[src/rtl/shift_add_multiplier.sv]
// shift_add_multiplier
//   Sequential radix-2 shift-and-add unsigned multiplier. One partial product
//   is added per clock. It uses the same Busy/Ready handshake as the divider.
//
// Ports
//   clk           system clock, rising edge
//   reset         synchronous, active-high reset
//   Start         request pulse, sampled only while Busy=0
//   Multiplicand  operand A (unsigned, WIDTH bits), latched on accept
//   Multiplier    operand B (unsigned, WIDTH bits), latched on accept
//   Res           registered 2*WIDTH-bit product
//   Busy          high while a multiplication is running
//   Ready         sticky level: Res holds the result of the last accepted request
//
// Optional build macro
//   SHIFT_ADD_MULTIPLIER_EARLY_TERM_EN: finish as soon as the remaining
//   multiplier bits are all zero. Products are identical either way; only the
//   latency changes.

module shift_add_multiplier #(
  parameter int WIDTH = 12
) (
  input  logic                 clk,
  input  logic                 reset,
  input  logic                 Start,
  input  logic [WIDTH-1:0]     Multiplicand,
  input  logic [WIDTH-1:0]     Multiplier,
  output logic [2*WIDTH-1:0]   Res,
  output logic                 Busy,
  output logic                 Ready
);

  localparam int CW = (WIDTH > 1) ? $clog2(WIDTH) : 1;

  typedef enum logic {
    IDLE = 1'b0,
    RUN  = 1'b1
  } state_t;

  state_t             state;
  logic [2*WIDTH-1:0] acc;
  logic [2*WIDTH-1:0] mcand;
  logic [WIDTH-1:0]   mplr;
  logic [CW-1:0]      cnt;

  logic [2*WIDTH-1:0] acc_sum;
  logic [WIDTH-1:0]   mplr_shift;
  logic               last_iter;

  always_comb begin
    acc_sum    = acc + (mplr[0] ? mcand : '0);
    mplr_shift = mplr >> 1;
`ifdef SHIFT_ADD_MULTIPLIER_EARLY_TERM_EN
    // No set bits left means every remaining iteration would add nothing.
    last_iter  = (mplr_shift == '0);
`else
    last_iter  = (cnt == CW'(WIDTH - 1));
`endif
  end

  always_ff @(posedge clk) begin
    if (reset) begin
      state <= IDLE;
      acc   <= '0;
      mcand <= '0;
      mplr  <= '0;
      cnt   <= '0;
      Res   <= '0;
      Busy  <= 1'b0;
      Ready <= 1'b0;
    end else begin
      case (state)
        IDLE: begin
          if (Start) begin
            if (Multiplicand == '0 || Multiplier == '0) begin
              // Zero product needs no iterations.
              Res   <= '0;
              Ready <= 1'b1;
              Busy  <= 1'b0;
            end else begin
              mcand <= {{WIDTH{1'b0}}, Multiplicand};
              mplr  <= Multiplier;
              acc   <= '0;
              cnt   <= '0;
              Ready <= 1'b0;
              Busy  <= 1'b1;
              state <= RUN;
            end
          end
        end
        RUN: begin
          acc   <= acc_sum;
          mcand <= mcand << 1;
          mplr  <= mplr_shift;
          cnt   <= cnt + CW'(1);
          if (last_iter) begin
            // Res takes the sum including this edge's partial product.
            Res   <= acc_sum;
            Busy  <= 1'b0;
            Ready <= 1'b1;
            state <= IDLE;
          end
        end
        default: state <= IDLE;
      endcase
    end
  end

endmodule

[config.mk]
export PLATFORM = sky130hd
export DESIGN_NAME = shift_add_multiplier
export DESIGN_NICKNAME = d
export VERILOG_FILES = /design/src/rtl/shift_add_multiplier.sv
export SDC_FILE = /design/constraint.sdc
export NUM_CORES = 1
export LEC_CHECK = 0
export ABC_AREA = 1
export BUFFER_PORTS_ARGS = -buffer_cell sky130_fd_sc_hd__buf_2
export CAP_MARGIN = 20
export CORE_MARGIN = 3
export CORE_UTILIZATION = 59
export CTS_CLUSTER_SIZE = 20
export DETAILED_ROUTE_END_ITERATION = 8
export GPL_ROUTABILITY_DRIVEN = 0
export GPL_TIMING_DRIVEN = 0
export MAX_ROUTING_LAYER = met4
export PLACE_DENSITY = 0.8
export SLEW_MARGIN = 10
export SYNTH_ARGS = -nofsm -noshare
export SYNTH_HDL_FRONTEND = slang
export SYNTH_SLANG_ARGS = --single-unit
[constraint.sdc]
create_clock -name clk -period 2.6 [get_ports clk]
set_clock_uncertainty 0.1 [all_clocks]
set_input_delay 0.65 -clock clk [delete_from_list [all_inputs] [get_ports clk]]
set_output_delay 0.65 -clock clk [all_outputs]
set_load 0.01 [all_outputs]
# Word-level counts from Yosys, hierarchy flattened

Cells that the tools add are included.

Bitwise gates (word level): 1
Reductions and logical operators: 6
Mux-type cells: 28
Add/sub/neg operators: 2
Eq/ne operators: 5

Operators with widths:

| operator                                              | count |
|---|---|
| two-way mux 24 bit                                    | 8 |
| case mux 24 bit (2 select lines)                      | 3 |
| adder 24 bit                                          | 1 |
| logical NOT 12 bit                                    | 2 |
| two-way mux 12 bit                                    | 2 |
| case mux 12 bit (2 select lines)                      | 1 |
| two-way mux 1 bit                                     | 8 |
| two-way mux 4 bit                                     | 2 |
| case mux 4 bit (2 select lines)                       | 1 |
| inequality test 2 bit, second input constant          | 3 |
| case mux 1 bit (2 select lines)                       | 3 |
| adder 4 x 1 -> 4 bit, second input constant           | 1 |
| == test 4 bit, second input constant                  | 1 |
| AND reduction 2 bit                                   | 2 |
| AND reduction 3 bit                                   | 1 |
| inequality test 2 x 1 -> 1 bit, second input constant | 1 |
| logical OR 1 bit                                      | 1 |
| inverter 1 bit                                        | 1 |

Bits of input ports: 27
Logic and storage cells: 50
Flip-flop bits (word level): 91

# Logic depth before layout (Yosys ltp)

Depth after elaboration: 5
Depth in mapped cells: 16
Mapped depth without buffers: 14

# Worst setup path before layout

OpenSTA, ideal clock, no wires.

Kind: reg-to-reg
From: reg mplr[0]
To: reg acc[12]
Cell stages (with the launch flop): 15
Path buffers: 2
Library setup time: 0.070 ns
Clock period less this slack: 2.191 ns
Path slack: 0.409 ns
Arrival time: 2.020 ns
Required time: 2.430 ns
Cell sequence: dfxtp_1 -> clkbuf_1 -> clkbuf_1 -> nand2_1 -> inv_1 -> ha_1 -> or2_0 -> and2_1 -> nand2_1 -> nand2_2 -> nand2_1 -> nand2_1 -> nand2_1 -> nand3_1 -> a21oi_1

Word-level cells in the longest chain between the ends: 3

Ends and longest elaborated chain:

| what                             | line | source |
|---|---|---|
| start, declared                  | 43   | `logic [WIDTH-1:0] mplr;` |
| start signal, assigned           | 82   | `mplr <= Multiplier;` |
| start signal, assigned           | 94   | `mplr <= mplr_shift;` |
| two-way mux 24 bit               | 51   | `acc_sum = acc + (mplr[0] ? mcand : '0);` |
| adder 24 bit                     | 51   |  |
| case mux 24 bit (2 select lines) | 72   | `case (state)` |
| end signal, assigned             | 92   | `acc <= acc_sum;` |
| end, declared                    | 41   | `logic [2*WIDTH-1:0] acc;` |

No other way between the ends.
A chain may end at the register's enable or synchronous reset.

# Final worst setup path

From: reg mplr[0]
To: reg Res[12]

Word-level cells in the longest chain between the ends: 4

Ends and longest elaborated chain:

| what                             | line | source |
|---|---|---|
| two-way mux 24 bit               | 51   |  |
| adder 24 bit                     | 51   |  |
| two-way mux 24 bit               | 96   | `if (last_iter) begin` |
| case mux 24 bit (2 select lines) | 72   |  |
| end signal, assigned             | 98   | `Res <= acc_sum;` |
| end, declared                    | 28   | `output logic [2*WIDTH-1:0] Res,` |

No other way between the ends. The select of a mux whose other input is x is not followed.

==> flow_summary.toml <==
[cts]
cts_tree = "done"
post_cts_buffers = 0
cts_resized = 2
ctsHoldBuffers = 0
cts_sinks = 91
clock_latency_ps = 370
htreeDepth = 3
cts-root-buf = "clkbuf_8"
clock_tree.buffer_depth = 2
clk_pin_slew_ps = 90
tritoncts.num_buffers = 9

[final_layout]
nets = 935
nFillCells = 747
ff_latch_area_um2 = 1823
synthToLayoutAreaGrowth_pct = 12.52
antenna_cells = 0
drive_gt1_share_pct = 11.60
multi_input_area_um2 = 2831
fin_util_pct = 70.03

[global_routing]
grt_max_degree = 17
antenna_found_initial = 0
grt_overflow_total = 0
grt_usage_pct = 29.72
grt_pass1_wl_um = 22990
grt_pass1_vias = 5014

[timing]
setup_ws_ps = 138.0
whs_ps = 359.4
post-route-min-period_ps = 2462
fmax_mhz = 406.2
rsz0062_at_grt = "false"
hold_viol = 0
drv_slew = 0
finalSetupViolations = 0
finalCritPeriodShare_pct = 94.69
slew_headroom_pct = 54.65
tightest_slew_ps = 680.3

[critical_path]
cp-start-kind = "flop"
cp.depth = 13
cp_num_buf_inv = 2
cpMaxStageDelayCell = "dfxtp_2"
cp-startpoint = "mplr[0]$_SDFFE_PP0P_"
cp-end-kind = "flop"
criticalPathCategory = "reg2reg"
cpLargestDelayFamily = "simple AND/OR/NAND/NOR gates"
slowest_delay_ps = 410
cp.arrival_ps = 2660
ff2ff_path_depth = 13
required_ps = 2800
cp_common_cell = "nand2_1"
r2r_start = "mplr[0]$_SDFFE_PP0P_"
worstPathMaxFanout = 10
crit_path_cell_trace = "clkbuf_4 > nand2_1 > inv_1 > ha_1 > or2_0 > and2_1 > nand2_1 > nand2_2 > nand2_1 > nand2_1 > nand2_1 > nand3_1 > o21ai_1"

[worst_hold_path]
hold_depth = 2
min-delay-start = "Res[19]$_SDFFE_PP0P_"
min_path_type = "reg2reg"

[route]
drtAntennaViolNets = 0
drc = 0
finalWirelength_um = 14040
vias = 5369
viasPerCell = 5.407
first_iter_violations = 368
first_pass_iters = 6
wire_per_inst_um = 14.14

[floorplan]
dieWidth_um = 100.0
start_util_pct = 62.23
core_um2 = 8382
pin_count = 53
num_rows = 33
dieArea_um2 = 10010
die_h_um = 100.0

[yosys]
synth-adder-area-share_pct = 6.141
synth.avg_cell_area_um2 = 6.354
synth_compound_area_share_pct = 11.92
syn_inst = 821
ys_types = 32
syn_nets = 873
syn_area_um2 = 5216
ys_ff_latch = 91
synth.yosys.seq_area_share_pct = 34.92
synth_top_family_by_area = "simple AND/OR/NAND/NOR gates"
async_reset_ff_share_pct = 0
synthMuxAreaShare_pct = 0
synth_flop_cell = "dfxtp_1"
yosys.area_share.simple_pct = 35.84
yosysWarningCount = 0
synth-edff-count = 0
synth_xor_area_share_pct = 0.1679

[placement]
portBuffers = 52
post-place-ws_ps = -217.7
hpwl_um = 11080

[outcome]
status = "finished clean"

[power_and_ir_drop]
cellLeakagePower_nw = 2.964
ir_drop_uv = 393.0
p_per_area_nw_per_um2 = 501.7

[run]
maxCapViolations = 0
Yosys cell counts (8+ instances only):
cell type  number  area [um2]
nand2_1       305        1145
nor2_1         64       240.2
clkbuf_1       13       48.80
a31oi_1        11       68.82
nor3_1         15       75.07
inv_1         102       382.9
ha_1           24       300.3
dfxtp_1        91        1822
nand3_1        34       170.2
o21ai_0        23       115.1
a21oi_1        62       310.3
o21ai_1        21       105.1
nand3b_1        9       67.56
buf_6           8       90.09
where the power goes:
group | leakage [nW] | internal (mW) | switching [mW] | total, mW
Sequential | 0.739 | 1.43 | 0.0268 | 1.46
Combinational | 2.10 | 0.0962 | 0.187 | 0.283
Clock | 0.126 | 0.649 | 0.554 | 1.20
Total | 2.96 | 2.18 | 0.767 | 2.94
stage by stage:
stage | cell area [um2] | instances | setup TNS, ps | total power [mW]
detailed placement | 5608 | 978 | -2511 | 1.769
global route | 5869 | 993 | 0 | 3.043
finish | 5869 | 993 | 0 | 2.945
floorplan | 5216 | 821 | 0 | 1.669
global placement | 5608 | 978 | -1167 | 1.758
CTS | 5856 | 993 | 0 | 2.940
cell usage in the layout (no fill, tap or decap), types with 2 or more instances in the layout:
| master | n |
|---|---|
| nand3_1 | 34 |
| buf_6 | 8 |
| or2_1 | 2 |
| nand4_1 | 5 |
| nor3_1 | 15 |
| nor2_4 | 4 |
| nand3b_1 | 9 |
| inv_1 | 102 |
| a31oi_1 | 11 |
| inv_2 | 2 |
| ha_1 | 24 |
| bufinv_16 | 3 |
| o21ai_1 | 21 |
| a21oi_1 | 61 |
| nor2_1 | 64 |
| dfxtp_1 | 90 |
| clkbuf_8 | 9 |
| buf_2 | 59 |
| or2_0 | 2 |
| o21ai_0 | 23 |
| clkbuf_1 | 10 |
| nand2_2 | 4 |
| nand2_1 | 304 |
| nand3_2 | 2 |
| o31ai_1 | 2 |
| and2_1 | 2 |
| or2_2 | 2 |
worst paths after layout:
kind | to | slack, ps
worst max-delay path | Res[12]$_SDFFE_PP0P_ | 140
worst min-delay path | Res[19]$_SDFFE_PP0P_ | 360
worst max register to register | Res[12]$_SDFFE_PP0P_ | 140
worst min register to register | Res[19]$_SDFFE_PP0P_ | 360
layout make-up:
class / count / area share, %
Sequential cell: 91 / 31.06
Tap cell: 105 / 2.238
Buffer: 28 / 3.048
Clock inverter: 7 / 2.110
Multi-Input combinational cell: 596 / 48.24
Clock buffer: 9 / 2.110
Inverter: 105 / 6.758
Timing Repair Buffer: 52 / 4.434
sequential cells by signal, indices dropped and copies added, names as in the netlist:
signal	flops
Res	24
Ready	1
mplr	12
state	1
acc	24
mcand	24
cnt	4
Busy	1
cell families after synthesis:
family                     count (synthesis)
DFF                                       91
xor gates and xnor gates                   1
adders and majority gates                 25
buffers and inverters                    134
and+or+nand+nor                          450
AOI/OAI and AO/OA                        120
layer usage:
layer  track usage, %  part of all wire (%)
met1            39.16                    46
met2            47.05                    45
met3            4.031                   6.2
met4            10.57                   2.7
met5                -                     0
worst reg2reg max path, delay by kind of cell, from the launching register on:
family          cells  cell delay [ps]
fa+ha+maj           1              280
flops               1              410
compound gates      1              200
buf+inv             2              310
simple gates        9             1090
Note: power is estimated with default switching activity, not from simulation.
